--- src/rtl/stack_alu_driver_pkg.sv ---
// Shared opcode, error-code and FSM-state definitions for the stack ALU driver.
package stack_alu_driver_pkg;

   localparam logic [2:0] OpNop  = 3'b000;
   localparam logic [2:0] OpAdd  = 3'b100;
   localparam logic [2:0] OpMul  = 3'b101;
   localparam logic [2:0] OpPush = 3'b110;
   localparam logic [2:0] OpPop  = 3'b111;

   localparam logic [1:0] ErrOk    = 2'b00;
   localparam logic [1:0] ErrUnder = 2'b01;
   localparam logic [1:0] ErrFull  = 2'b10;
   localparam logic [1:0] ErrSp    = 2'b11;

   typedef enum logic [1:0] {
      StIdle,
      StIssue,
      StWait,
      StResp
   } state_e;

endpackage

--- src/rtl/stack_alu_driver.sv ---
// Host-command front end for a stack ALU: range-checks each command against a shadow
// depth, issues legal ones for a single cycle and returns exactly one response per command.
module stack_alu_driver
   import stack_alu_driver_pkg::*;
#(
   parameter int unsigned N     = 16,
   parameter int unsigned DEPTH = 16,
   parameter int unsigned SPW   = 5
) (
   input  logic           clk,
   input  logic           rst,
   input  logic           cmd_valid,
   output logic           cmd_ready,
   input  logic [2:0]     cmd_op,
   input  logic [N-1:0]   cmd_data,
   output logic [2:0]     alu_opcode,
   output logic [N-1:0]   alu_data,
   input  logic [N-1:0]   alu_result,
   input  logic           alu_overflow,
   input  logic [SPW-1:0] alu_sp,
   output logic           rsp_valid,
   input  logic           rsp_ready,
   output logic [N-1:0]   rsp_data,
   output logic           rsp_overflow,
   output logic [1:0]     rsp_err
);

   localparam logic [SPW-1:0] DepthW = SPW'(DEPTH);

   state_e         state;
   logic [2:0]     op_q;
   logic [SPW-1:0] d_q;
   logic [SPW-1:0] d_upd;
   logic [1:0]     rej_err;

   // Legality of the presented command against the shadow depth.
   always_comb begin
      rej_err = ErrOk;
      unique case (cmd_op)
         OpPush:       if (d_q == DepthW)    rej_err = ErrFull;
         OpPop:        if (d_q == '0)        rej_err = ErrUnder;
         OpAdd, OpMul: if (d_q < SPW'(2))    rej_err = ErrUnder;
         default:                            rej_err = ErrUnder;
      endcase
   end

   assign d_upd = (op_q == OpPush) ? d_q + SPW'(1) : d_q - SPW'(1);

   always_ff @(posedge clk) begin
      if (!rst) begin
         state        <= StIdle;
         op_q         <= OpNop;
         d_q          <= '0;
         cmd_ready    <= 1'b1;
         alu_opcode   <= OpNop;
         alu_data     <= '0;
         rsp_valid    <= 1'b0;
         rsp_data     <= '0;
         rsp_overflow <= 1'b0;
         rsp_err      <= ErrOk;
      end else begin
         unique case (state)
            StIdle: begin
               if (cmd_valid) begin
                  op_q      <= cmd_op;
                  cmd_ready <= 1'b0;
                  if (rej_err == ErrOk) begin
                     state      <= StIssue;
                     alu_opcode <= cmd_op;
                     alu_data   <= cmd_data;
                  end else begin
                     state        <= StResp;
                     rsp_valid    <= 1'b1;
                     rsp_data     <= '0;
                     rsp_overflow <= 1'b0;
                     rsp_err      <= rej_err;
                  end
               end
            end
            StIssue: begin
               state      <= StWait;
               alu_opcode <= OpNop;
               alu_data   <= '0;
            end
            StWait: begin
               // ALU result is valid now; sp must agree with the post-update shadow depth.
               state        <= StResp;
               d_q          <= d_upd;
               rsp_valid    <= 1'b1;
               rsp_data     <= (op_q == OpPush) ? '0 : alu_result;
               rsp_overflow <= ((op_q == OpAdd) || (op_q == OpMul)) && alu_overflow;
               rsp_err      <= (alu_sp != d_upd) ? ErrSp : ErrOk;
            end
            StResp: begin
               if (rsp_ready) begin
                  state        <= StIdle;
                  cmd_ready    <= 1'b1;
                  rsp_valid    <= 1'b0;
                  rsp_data     <= '0;
                  rsp_overflow <= 1'b0;
                  rsp_err      <= ErrOk;
               end
            end
            default: state <= StIdle;
         endcase
      end
   end

endmodule
--- config.mk ---
export PLATFORM = sky130hd
export DESIGN_NAME = stack_alu_driver
export DESIGN_NICKNAME = d
export VERILOG_FILES = /design/src/rtl/stack_alu_driver_pkg.sv /design/src/rtl/stack_alu_driver.sv
export SDC_FILE = /design/constraint.sdc
export NUM_CORES = 1
export LEC_CHECK = 0
export BUFFER_PORTS_ARGS = -buffer_cell sky130_fd_sc_hd__buf_2
export CORE_MARGIN = 8
export CORE_UTILIZATION = 50
export CTS_BUF_LIST = sky130_fd_sc_hd__clkbuf_8
export DETAILED_ROUTE_END_ITERATION = 10
export HOLD_SLACK_MARGIN = 0.02
export PLACE_DENSITY = 0.85
export SLEW_MARGIN = 10
export SYNTH_ARGS = -nofsm -noshare
export SYNTH_HDL_FRONTEND = slang
export SYNTH_SLANG_ARGS = --single-unit
--- constraint.sdc ---
create_clock -name clk -period 2.7 [get_ports clk]
set_input_delay 0 -clock clk [delete_from_list [all_inputs] [get_ports clk]]
set_output_delay 0 -clock clk [all_outputs]
set_load 0.02 [all_outputs]
-- Word level (Yosys, flattened, before mapping)
Index checks and enable logic that the tools add are counted.
- output and inout bits: 40
- word-level logic and storage cells: 77
- flip-flop bits (word level): 50
- add/subtract/negate cells: 2
- $lt $le $gt $ge: 1
- multiplexer cells: 34
- reductions and logical operators: 14
- eq/ne operators: 16
- operators with widths (cell ; number):
    $mux 16 ; 6
    $pmux 16 s3 ; 1
    $pmux 16 s2 ; 1
    $eq 3x3->1 const B ; 7
    $mux 2 ; 7
    $pmux 2 s3 ; 2
    $mux 1 ; 9
    $ne 2x2->1 const B ; 4
    $pmux 2 s4 ; 1
    $mux 3 ; 2
    $pmux 1 s3 ; 2
    $pmux 3 s2 ; 1
    $reduce_and 3->1 ; 2
    $add 5x1->5 const B ; 1
    $eq 5x5->1 const B ; 1
    $logic_not 5->1 ; 1
    $lt 5x2->1 const B ; 1
    $mux 5 ; 1
    $ne 5x5->1 ; 1
    $sub 5x1->5 const B ; 1
    $eq 2x2->1 const B ; 2
    $logic_not 2->1 ; 2
    $reduce_and 2->1 ; 2
    $reduce_and 4->1 ; 1
    other kinds (7) ; 8

-- Depth between registers and ports, before layout
- depth in word-level cells: 7
- gate-level depth with buffers: 8
- depth with buffers taken out: 8

-- Least setup slack after synthesis
Ideal clock, no wire load.
- path kind: reg2reg
- start point: register op_q[0]
- end point: register rsp_err[0]
- path buffers: 0
- required time: 2.560 ns
- arrival time: 1.888 ns
- library setup time: 0.140 ns
- slack: 0.673 ns
- cell stages (with the launch flop): 9
- period minus slack after synthesis: 2.027 ns
- path through: dfxtp_1 > nand3b_1 > inv_1 > fa_1 > xnor2_1 > xnor2_1 > nand3_1 > o31ai_1 > a311oi_1
- word-level cells in the longest chain between the ends: 5
- RTL lines (item ; line ; source):
    start, declared ; stack_alu_driver.sv:31 ; logic [2:0] op_q;
    start signal, assigned ; stack_alu_driver.sv:52 ; op_q <= OpNop;
    start signal, assigned ; stack_alu_driver.sv:65 ; op_q <= cmd_op;
    $eq 3x3->1 ; stack_alu_driver.sv:47 ; assign d_upd = (op_q == OpPush) ? d_q + SPW'(1) : d_q - SPW'(1);
    $mux 5 ; stack_alu_driver.sv:47 ;
    $ne 5x5->1 ; stack_alu_driver.sv:92 ; rsp_err <= (alu_sp != d_upd) ? ErrSp : ErrOk;
    $mux 2 ; stack_alu_driver.sv:92 ;
    $pmux 2 s3 ; stack_alu_driver.sv:62 ; unique case (state)
    end signal, assigned ; stack_alu_driver.sv:60 ; rsp_err <= ErrOk;
    end signal, assigned ; stack_alu_driver.sv:92 ;
    end signal, assigned ; stack_alu_driver.sv:101 ; rsp_err <= ErrOk;
    end, declared ; stack_alu_driver.sv:25 ; output logic [1:0] rsp_err
Every way passes these cells.
A chain may end at the register's enable or synchronous reset.

-- Worst setup path in the final report
Ends and elaborated chain as after synthesis.

==> reports/metrics.yaml <==
pwr:
  p_sw_mw: 1.382
  power_density_mw_per_mm2: 1001
  p_int_mw: 1.789
  max-vdd-ir-drop_mv: 0.6813
  p_sw_frac: 0.4358
  clkPwrFrac: 0.159
  power_frac_seq: 0.318
  pwr-share-comb: 0.524
  power_leakage_nw: 1.415
timing:
  rsz0062_at_grt: "false"
  finalCritPeriodShare: 0.8585
  max_slew_margin: 0.3564
  fin_setup_tns_ps: 0
  post-route-min-period_ps: 2318
  fmax_mhz: 431.4
  hold_viol: 0
  worst_clock_skew_ps: 6.570
  finalWorstSetupSlack_ps: 382.0
  final-max-slew-violation-count: 0
  worst_pin_slew_ps: 964.4
  setup_viol: 0
floorplan:
  start_util: 0.5258
  core_area_mm2: 0.004414
  die_area_mm2: 0.007078
  rows: 24
  ios: 85
  die_h_um: 84.13
  die_w_um: 84.13
synth:
  synth_cell_types: 46
  synth-async-reset-ratio: 0
  ys_ff_latch: 50
  synthCells: 235
  synth_edf_count: 0
  yosysSeqAreaShare: 0.4313
  avgSynthCellArea_um2: 9.876
  synth_warnings: 0
  synthFlopType: "dfxtp_1"
  netlist_area_mm2: 0.002321
  syn-num-nets: 290
finish:
  design_area_mm2: 0.003168
  syn_to_final_growth_pct: 36.50
  final_core_util: 0.7177
  nets: 402
  drive_above_1_share: 0.3276
  insertedDiodeCount: 0
hold_path:
  hold_class: "input port to flop"
  hold-path-cell-count: 2
  hp-start: "cmd_op[0]"
  hold_end: "alu_opcode[0]"
grt:
  grt_max_degree: 31
  grt_pass1_vias: 2282
  antenna_found_initial: 0
  overflow: 0
  grt_pass1_wl_um: 11680
  gr-usage-all-layers: 0.1987
setup_path:
  reg2reg_slack_ps: 380
  crit_fanout: 8
  cp-start-kind: "flop"
  critical_path_class: "flop to flop"
  r2r-start: "op_q[0]"
  r2r_end: "rsp_err[0]"
  startpoint: "op_q[0]"
  cp_data_required_time_ps: 2840
  crit_arrival_ps: 2450
  worstSetupEndpointType: "flop"
  r2r_cells: 8
routing:
  drt_iter0_markers: 226
  route.detailed.drc: 0
  viasPerCell: 5.708
  first_pass_iters: 4
  drt_wl_total_um: 7037
  ant_nets: 0
  route.vias.total: 2283
  avgRoutedWirePerCell_um: 17.59
place:
  place_area_mm2: 0.002711
  io_buffer_count: 84
  hpwl_um: 4531
  gp_routability_congestion: 0.9120
  place_ws_ps: 389.6
clocking:
  clk_pin_slew_ps: 80
  numCtsBuffers: 5
  root_buffer: "clkbuf_8"
  cts_tree: "done"
  htreeDepth: 2
  cts_setup_buffers: 0
  insertion_delay_ps: 300
  cts_buffer_depth: 2
  cts_num_sinks: 50
status:
  status: "finished, final reports clean"
job:
  max-cap-violations: 0
area by class of cell:
class,instances,area [um^2]
Fill cell,328,1246
Multi-Input combinational cell,161,1180
Sequential cell,50,1001
Timing Repair Buffer,121,785.8
Clock buffer,5,68.82
Tap cell,52,65.06
Clock inverter,3,37.54
Inverter,8,30.03
critical path, stage by stage (launching register included):
cell	delay, ps
dfxtp_1	330
nand3b_1	250
inv_1	130
fa_1	410
xnor2_1	270
xnor2_1	160
nand3_1	80
o31ai_1	370
a311oi_1	150
sequential cells by signal, indices dropped and copies added (netlist names), 2 cells and up:
register	flops
alu_data	16
rsp_data	16
rsp_err	2
d_q	5
op_q	3
state	2
alu_opcode	3
worst max-delay path by stage:
| stage | to | cells past startpoint |
|---|---|---|
| after global routing | rsp_err[0] | 8 |
| after global placement | rsp_err[0] | 8 |
| final | rsp_err[0] | 8 |
| after CTS | rsp_err[0] | 8 |
| after detailed placement | rsp_err[0] | 8 |
| after floorplan | rsp_err[0] | 8 |
cells by family (layout without fill, tap and decap cells):
group | count (synthesis) | after routing | synth area share
AOI/OAI and AO/OA | 84 | 84 | 0.2582
and+or+nand+nor | 53 | 53 | 0.1391
DFF | 50 | 50 | 0.4313
buffers and inverters | 24 | 137 | 0.06038
xor gates and xnor gates | 12 | 12 | 0.04528
adders and majority gates | 10 | 10 | 0.05714
muxes | 2 | 2 | 0.008626
per-stage QoR:
stage	total power [mW]	hold slack [ps]	cells
after floorplan	2.299	76.23	235
after global placement	2.550	215.2	357
after detailed placement	2.595	216.9	357
after CTS	3.159	20.70	400
after global routing	3.389	20.14	400
final	3.171	28.06	400
placed cells by master (no fill, tap or decap), drive strengths merged, types with 2 or more instances in the layout:
cell	n
buf	86
dfxtp	50
dlygate4sd3	35
a21oi	31
o21ai	23
a22o	18
nand4	17
inv	10
nor2	9
ha	9
nand2	8
xnor2	8
nand3	5
clkbuf	5
xor2	4
a211oi	4
and3	3
nand3b	2
mux2i	2
nand2b	2
nor3	2
o21a	2
routing by layer:
layer	up-vias	wire length (um)	track usage
li1	1088	-	-
met4	0	193	0.06593
met3	21	495	0.05314
met1	1081	2756	0.2262
met5	-	0	0
met2	93	3591	0.3489
power groups by stage:
| stage | clock [mW] | sequential (mW) | combinational (mW) |
|---|---|---|---|
| after floorplan | 0 | 1.11 | 1.18 |
| after global placement | 0 | 1.01 | 1.54 |
| after detailed placement | 0 | 1.02 | 1.57 |
| after CTS | 0.517 | 1.00 | 1.64 |
| after global routing | 0.546 | 1.03 | 1.82 |
| final | 0.503 | 1.01 | 1.66 |
what timing repair did:
action	CTS	global route
gates resized for setup	0	0
hold buffers	35	0
hold endpoints to repair	35	0
Yosys cell counts (8+ instances only):
cell type   n  share of area
dfxtp_1    50           0.43
a21oi_1    28          0.060
nand4_1    17          0.046
o21ai_1    11          0.024
o21ai_0    10          0.022
a22o_1      9          0.034
a22o_2      9          0.039
ha_1        9          0.049
nor2_1      9          0.015
inv_1       8          0.013
nand2_1     8          0.013
xnor2_1     8          0.030
Power figures use the tool's default switching activity.
